[config.mk]
export PLATFORM = sky130hd
export DESIGN_NAME = cga_composite_decoder_flat
export DESIGN_NICKNAME = d
export VERILOG_FILES = /design/src/rtl/cga_composite_decoder_if.sv /design/src/rtl/cga_composite_decoder.sv /design/src/flat_wrapper.sv
export SDC_FILE = /design/constraint.sdc
export NUM_CORES = 1
export LEC_CHECK = 0
export ABC_AREA = 1
export BUFFER_PORTS_ARGS = -buffer_cell sky130_fd_sc_hd__buf_4
export CAP_MARGIN = 15
export CORE_AREA = 2 2 100 102
export DETAILED_ROUTE_END_ITERATION = 12
export DIE_AREA = 0 0 102 104
export PLACE_DENSITY_LB_ADDON = 0.1
export SLEW_MARGIN = 25
export SYNTH_ARGS = -nofsm -noshare
export SYNTH_HDL_FRONTEND = slang
export SYNTH_SLANG_ARGS = --single-unit
[constraint.sdc]
create_clock -name clk -period 4.2 [get_ports clk]
set_input_delay 0.42 -clock clk [delete_from_list [all_inputs] [get_ports clk]]
set_output_delay 0.42 -clock clk [all_outputs]
set_load 0.02 [all_outputs]
[src/rtl/cga_composite_decoder_if.sv]
// Composite decoder sample/result bundle.
// master drives samples, slave returns IRGB and syncs.
interface cga_composite_decoder_if;
  logic       ce_14m3;
  logic [6:0] comp_video;
  logic       bw_mode;
  logic [3:0] video_out;
  logic       hsync_out;
  logic       vsync_out;
  logic       burst_lock;
  logic       decode_err;

  modport master (
    output ce_14m3, comp_video, bw_mode,
    input  video_out, hsync_out, vsync_out,
    input  burst_lock, decode_err
  );

  modport slave (
    input  ce_14m3, comp_video, bw_mode,
    output video_out, hsync_out, vsync_out,
    output burst_lock, decode_err
  );
endinterface

[src/rtl/cga_composite_decoder.sv]
// CGA composite decoder: sync separation, burst
// lock detection and 4-sample IRGB group decode.
module cga_composite_decoder #(
  parameter int SYNC_THRESH  = 14,
  parameter int VSYNC_MIN    = 64,
  parameter int VSYNC_EXIT   = 128,
  parameter int BURST_START  = 8,
  parameter int BURST_LEN    = 16,
  parameter int BURST_THRESH = 43
) (
  input logic clk,
  input logic reset_n,
  cga_composite_decoder_if.slave bus
);
  localparam logic [6:0] SYNC_T  = 7'(SYNC_THRESH);
  localparam logic [6:0] BURST_T = 7'(BURST_THRESH);
  localparam logic [7:0] VS_MIN  = 8'(VSYNC_MIN);
  localparam logic [7:0] VS_EXIT = 8'(VSYNC_EXIT);
  localparam logic [7:0] WIN_LO  = 8'(BURST_START);
  localparam logic [7:0] WIN_END =
    8'(BURST_START + BURST_LEN - 1);

  logic       sync_det, vs, hs, lock, err;
  logic [7:0] low_run, high_run, since;
  logic [1:0] ph;
  logic [3:0] mask, video;
  logic [6:0] mn, mx;
  logic       gsync, gvalid;

  logic       s, sync_end, vs_nxt, in_win;
  logic       win_end, dec, lock_ok;
  logic [1:0] cur_ph;
  logic [7:0] cur_since, low_nxt, high_nxt;
  logic [3:0] mask_nxt;
  logic [4:0] lut;
  logic [6:0] lvl;

  // {hit, irgb} for the group's minimum level
  function automatic logic [4:0] decode_lvl(
    input logic [6:0] m,
    input logic [6:0] hi,
    input logic       bw
  );
    logic [4:0] r;
    r = 5'h00;
    if (bw) begin
      case (m)
        7'd29:   r = 5'h10;
        7'd64:   r = 5'h11;
        7'd77:   r = 5'h12;
        7'd84:   r = 5'h13;
        7'd67:   r = 5'h14;
        7'd74:   r = 5'h15;
        7'd88:   r = 5'h16;
        7'd96:   r = 5'h17;
        7'd60:   r = 5'h18;
        7'd95:   r = 5'h19;
        7'd108:  r = 5'h1A;
        7'd115:  r = 5'h1B;
        7'd98:   r = 5'h1C;
        7'd105:  r = 5'h1D;
        7'd119:  r = 5'h1E;
        7'd127:  r = 5'h1F;
        default: r = 5'h00;
      endcase
    end else if ((hi - m) >= 7'd20) begin
      case (m)
        7'd36:   r = 5'h11;
        7'd49:   r = 5'h12;
        7'd56:   r = 5'h13;
        7'd39:   r = 5'h14;
        7'd46:   r = 5'h15;
        7'd60:   r = 5'h16;
        7'd67:   r = 5'h19;
        7'd80:   r = 5'h1A;
        7'd87:   r = 5'h1B;
        7'd70:   r = 5'h1C;
        7'd77:   r = 5'h1D;
        7'd91:   r = 5'h1E;
        default: r = 5'h00;
      endcase
    end else begin
      case (m)
        7'd29:   r = 5'h10;
        7'd60:   r = 5'h18;
        7'd96:   r = 5'h17;
        7'd127:  r = 5'h1F;
        default: r = 5'h00;
      endcase
    end
    return r;
  endfunction

  always_comb begin
    lvl       = bus.comp_video;
    s         = lvl < SYNC_T;
    sync_end  = sync_det & ~s;
    cur_ph    = sync_end ? 2'd0 : ph;
    cur_since = sync_end ? 8'd0 : since;
    low_nxt   = 8'd0;
    high_nxt  = 8'd0;
    if (s)
      low_nxt = (low_run == 8'hFF) ?
                low_run : low_run + 8'd1;
    else
      high_nxt = (high_run == 8'hFF) ?
                 high_run : high_run + 8'd1;
    vs_nxt = vs;
    if (s && low_nxt == VS_MIN)
      vs_nxt = 1'b1;
    else if (!s && high_nxt == VS_EXIT)
      vs_nxt = 1'b0;
    in_win  = (cur_since >= WIN_LO) &&
              (cur_since <= WIN_END);
    win_end = cur_since == WIN_END;
    mask_nxt = sync_end ? 4'd0 : mask;
    if (in_win && lvl >= BURST_T)
      mask_nxt[cur_ph] = 1'b1;
    lock_ok = (mask_nxt == 4'b0011) ||
              (mask_nxt == 4'b0110) ||
              (mask_nxt == 4'b1100) ||
              (mask_nxt == 4'b1001);
    dec = gvalid && (cur_ph == 2'd0);
    lut = decode_lvl(mn, mx, bus.bw_mode);
  end

  always_ff @(posedge clk) begin
    if (!reset_n) begin
      sync_det <= 1'b0;
      low_run  <= 8'd0;
      high_run <= 8'd0;
      vs       <= 1'b0;
      hs       <= 1'b0;
      ph       <= 2'd0;
      since    <= 8'd0;
      mask     <= 4'd0;
      lock     <= 1'b0;
      mn       <= 7'd0;
      mx       <= 7'd0;
      gsync    <= 1'b0;
      gvalid   <= 1'b0;
      video    <= 4'd0;
      err      <= 1'b0;
    end else if (bus.ce_14m3) begin
      sync_det <= s;
      low_run  <= low_nxt;
      high_run <= high_nxt;
      vs       <= vs_nxt;
      hs       <= s ^ vs_nxt;
      ph       <= cur_ph + 2'd1;
      since    <= (cur_since == 8'hFF) ?
                  cur_since : cur_since + 8'd1;
      gvalid   <= 1'b1;
      if (cur_ph == 2'd0) begin
        mn    <= lvl;
        mx    <= lvl;
        gsync <= s;
      end else begin
        mn    <= (lvl < mn) ? lvl : mn;
        mx    <= (lvl > mx) ? lvl : mx;
        gsync <= gsync | s;
      end
      if (dec) begin
        if (gsync) begin
          video <= 4'd0;
          err   <= 1'b0;
        end else begin
          video <= lut[4] ? lut[3:0] : 4'd0;
          err   <= ~lut[4];
        end
      end
      // lock holds through vsync; mask still drains
      if (win_end) begin
        mask <= 4'd0;
        if (!vs)
          lock <= lock_ok;
      end else begin
        mask <= mask_nxt;
      end
    end
  end

  assign bus.video_out  = video;
  assign bus.hsync_out  = hs;
  assign bus.vsync_out  = vs;
  assign bus.burst_lock = lock;
  assign bus.decode_err = err;
endmodule

[src/flat_wrapper.sv]
// flat-port wrapper written by rule: the top's interface ports become plain ports
module cga_composite_decoder_flat 
#(
  parameter int SYNC_THRESH  = 14,
  parameter int VSYNC_MIN    = 64,
  parameter int VSYNC_EXIT   = 128,
  parameter int BURST_START  = 8,
  parameter int BURST_LEN    = 16,
  parameter int BURST_THRESH = 43
)
  (clk, reset_n, bus_ce_14m3, bus_comp_video, bus_bw_mode, bus_video_out, bus_hsync_out, bus_vsync_out, bus_burst_lock, bus_decode_err);
  cga_composite_decoder_if bus_i ();
  input logic clk;
  input logic reset_n;
  input wire logic [$bits(bus_i.ce_14m3)-1:0] bus_ce_14m3;
  input wire logic [$bits(bus_i.comp_video)-1:0] bus_comp_video;
  input wire logic [$bits(bus_i.bw_mode)-1:0] bus_bw_mode;
  output wire logic [$bits(bus_i.video_out)-1:0] bus_video_out;
  output wire logic [$bits(bus_i.hsync_out)-1:0] bus_hsync_out;
  output wire logic [$bits(bus_i.vsync_out)-1:0] bus_vsync_out;
  output wire logic [$bits(bus_i.burst_lock)-1:0] bus_burst_lock;
  output wire logic [$bits(bus_i.decode_err)-1:0] bus_decode_err;
  assign bus_i.ce_14m3 = bus_ce_14m3;
  assign bus_i.comp_video = bus_comp_video;
  assign bus_i.bw_mode = bus_bw_mode;
  assign bus_video_out = bus_i.video_out;
  assign bus_hsync_out = bus_i.hsync_out;
  assign bus_vsync_out = bus_i.vsync_out;
  assign bus_burst_lock = bus_i.burst_lock;
  assign bus_decode_err = bus_i.decode_err;
  cga_composite_decoder #(.SYNC_THRESH(SYNC_THRESH), .VSYNC_MIN(VSYNC_MIN), .VSYNC_EXIT(VSYNC_EXIT), .BURST_START(BURST_START), .BURST_LEN(BURST_LEN), .BURST_THRESH(BURST_THRESH)) u_core (.clk(clk), .reset_n(reset_n), .bus(bus_i));
endmodule
==> impl_metrics.csv <==
group,metric,value,unit
global_routing,antenna_found_initial,0,
synthesis,synth_fa_ha_area_share,8.43,%
sta,layout_setup_ws,1.45,ns
critical_path,reg2reg_depth,13,
critical_path,crit_path_end_kind,"flop",
critical_path,timing.rr.start,"u_core.sync_det$_SDFFE_PN0P_",
cells_and_area,multi_input_area,2510,um^2
synthesis,syn_inst,647,
placed_design,place_area,4230,um^2
global_routing,grt_first_pass_wirelength,16800,um
clock_tree,post_cts_buffers,0,
power_and_ir_drop,powerDensity,314,nW/um^2
job,max-cap-violations,0,
critical_path,crit_buf_inv,4,
min_path,hp-class,"in2reg",
power_and_ir_drop,p_comb_share,30.3,%
synthesis,yosys.area_share.simple,35.6,%
clock_tree,root_buffer,"clkbuf_8",
synthesis,yosysTopAreaCellShare,27.5,%
drt,drc,0,
global_routing,grt_start_max_net_pins,50,
cells_and_area,n_fill_cell,1059,
critical_path,cpMaxStageDelayCell,"nand2_1",
drt,drt_iter0_markers,161,
sta,fmax,364,MHz
placed_design,portBuffers,18,
sta,skew,0.0131,ns
clock_tree,htreeDepth,2,
min_path,min_path_cells,3,
sta,worstMarginPinSlew,0.746,ns
sta,hold_viol_final,0,
sta,setup_viol,0,
synthesis,synthXorXnorAreaFrac,1.97,%
global_routing,overflow,0,
cells_and_area,layout.area.seq,1100,um^2
cells_and_area,mostFrequentLayoutCells,"nand2_1 (155), inv_1 (78), nor2_1 (73)",
critical_path,crit_chain,"buf_4 > nor2_2 > nand3_2 > nand2_2 > inv_1 > nor2_1 > inv_1 > ha_1 > nand2_1 > nor2_1 > inv_1 > nor2_1 > nand2_1 > nor2_1 > nand2_1 > a21oi_1",
drt,wl,9760,um
power_and_ir_drop,p_sw_share,35.7,%
placed_design,gp_congestion,0.838,
synthesis,synth_top_family_by_area,"simple AND/OR/NAND/NOR gates",
cells_and_area,fin_area,4340,um^2
power_and_ir_drop,p_int,0.877,mW
synthesis,syn_area,4010,um^2
power_and_ir_drop,p_clk_share,26.3,%
critical_path,setup.worst_path.start_class,"input pin",
sta,fin_crit,2.75,ns
cells_and_area,final_nets,691,
drt,firstDrtPassIters,4,
critical_path,path_common_cell,"nor2_1",
drt,avgRoutedWirePerCell,12.4,um
die,fp.dieH,104,um
critical_path,r2r-end,"u_core.bus.video_out[0]$_SDFFE_PN0P_",
sta,slew_violations,0,
critical_path,cp.required,4.37,ns
synthesis,netlist_top_cells_area,"dfxtp_1 (27%), nand2_1 (15%), a21oi_1 (8.5%)",
die,die_area,10600,um^2
clock_tree,cts_tree,"yes",
cells_and_area,diodes,0,
die,start_util,42.0,%
synthesis,muxShareOfSynthArea,0,%
power_and_ir_drop,vdd_ir_drop_max,0.000137,V
synthesis,synth-seq-area-share,27.5,%
drt,ant_nets,0,
power_and_ir_drop,switching_power,0.486,mW
die,core_area,9550,um^2
global_routing,grt.total_usage,19.1,%
drt,viasPerCell,5.11,
clock_tree,cts_hold_buf,0,
min_path,min-delay-start,"bus_comp_video[0]",
sta,fin_crit_sh,65.4,%
critical_path,r2r_setup_slack,1.86,ns
critical_path,cpPeakStageDelay,0.39,ns
power_and_ir_drop,totalPowerFinal,1.36,mW
drt,via_count,4023,
die,rows,36,
cells_and_area,drive_above_1_share,7.19,%
cells_and_area,post-route-util,45.5,%
placed_design,dp_hpwl,7390,um
die,num_io_pins,19,
synthesis,synth.distinct_cells,33,
min_path,holdPathEnd,"u_core.mx[0]$_SDFFE_PN0P_",
cells_and_area,layout_commonest_cell,"nand2_1",
synthesis,synth_area_leader_cell,"dfxtp_1",
cells_and_area,area_delta_synth_final,8.40,%
power_and_ir_drop,power.share.sequential,43.4,%
cells_and_area,final_cells,787,
die,die_w,102,um
clock_tree,clock_path_buffers,2,
sta,hold_slack,0.371,ns
synthesis,yosys_register_bits,55,
global_routing,grt_pass1_vias,3764,
clock_tree,cts_made_buffers,5,
clock_tree,cts_resized,0,
synthesis,syn_area_per_cell,6.19,um^2
synthesis,syn_nets,685,
critical_path,cp.arrival,2.92,ns
critical_path,crit_type,"in2reg",
synthesis,yosys_warnings,0,
sta,final.setup.tns,0,ns
sta,rsz0062_at_grt,"no",
placed_design,dp_slack,1.10,ns
synthesis,synth_compound_area_share,16.7,%
clock_tree,clk_pin_slew,0.10,ns
outcome,outcome,"finished, final reports clean",
critical_path,cp_max_fo,16,
clock_tree,cts_sinks,55,
placed_design,dpl.cell_count,779,
power_and_ir_drop,p_leak,2.02,nW
clock_tree,insertion_delay,0.31,ns
sta,max-slew-margin-rel,50.2,%
critical_path,crit_family,"simple AND/OR/NAND/NOR gates",
[kinds of logic after synthesis]
family          Yosys count
simple gates            326
compound gates          127
buf+inv                 103
flops                    55
fa+ha+maj                27
xor+xnor                  9
[how the worst max path moves through the flow]
stage / startpoint / end / cells past startpoint
2_1_floorplan: bus_comp_video[4] / u_core.mx[5]$_SDFFE_PN0P_ / 13
3_3_place_gp: bus_comp_video[4] / u_core.bus.video_out[1]$_SDFFE_PN0P_ / 16
3_5_place_dp: bus_comp_video[4] / u_core.bus.video_out[0]$_SDFFE_PN0P_ / 16
4_1_cts: bus_comp_video[4] / u_core.bus.video_out[0]$_SDFFE_PN0P_ / 16
5_1_grt: bus_comp_video[4] / u_core.bus.video_out[1]$_SDFFE_PN0P_ / 16
6_report: bus_comp_video[4] / u_core.bus.video_out[0]$_SDFFE_PN0P_ / 16
[power by group through the flow]
stage          logic (mW)  registers [mW]  clock network [mW]
6_report            0.413           0.591               0.359
5_1_grt             0.479           0.597               0.389
3_3_place_gp        0.406           0.602                   0
2_1_floorplan       0.317           0.596                   0
3_5_place_dp        0.412           0.602                   0
4_1_cts             0.413           0.591               0.372
[cell type report]
type	count	share of cell area [%]
flip-flops and latches	55	25.4
inverters	84	7.26
multi-input cells	489	57.9
clock buffers	5	1.58
well taps	133	3.83
clock inverters	3	1.01
repair buffers	18	3.11
[sequential cells by signal, summed over array words and instances (netlist names)]
| register | count |
|---|---|
| u_core.bus.hsync_out | 1 |
| u_core.mn | 7 |
| u_core.gsync | 1 |
| u_core.ph | 2 |
| u_core.bus.burst_lock | 1 |
| u_core.bus.decode_err | 1 |
| u_core.bus.vsync_out | 1 |
| u_core.mask | 4 |
| u_core.bus.video_out | 4 |
| u_core.gvalid | 1 |
| u_core.high_run | 8 |
| u_core.since | 8 |
| u_core.low_run | 8 |
| u_core.mx | 7 |
| u_core.sync_det | 1 |
[worst reg2reg max path, cell delays in order (launching register included)]
cell     delay (ns)
dfxtp_1        0.40
nand2_2        0.20
inv_1          0.17
nor2_1         0.08
inv_1          0.09
ha_1           0.16
nand2_1        0.31
nor2_1         0.20
inv_1          0.12
nor2_1         0.18
nand2_1        0.10
nor2_1         0.09
nand2_1        0.06
a21oi_1        0.11
[per-layer routing]
metal  track usage [%]  share of wire (%)
met5                 0                  0
met4              3.81               0.99
met3              2.22                2.2
met2              34.1                 49
met1              24.4                 48
[synthesized netlist by cell type (all sizes together)]
cell type and number:
o21ai 46, a211oi 3, clkbuf 15, or2 1, nor2 78, nand3 58, inv 84, o22ai 1
xor2 5, xnor2 4, ha 27, o221ai 2, a21boi 1, o21bai 1, nand4 11, a21oi 68
nand2 158, nor4 3, nor3 11, nand3b 6, o211ai 4, dfxtp 55, o21a 1, buf 4
No activity file was read; power rests on OpenSTA's default activity.
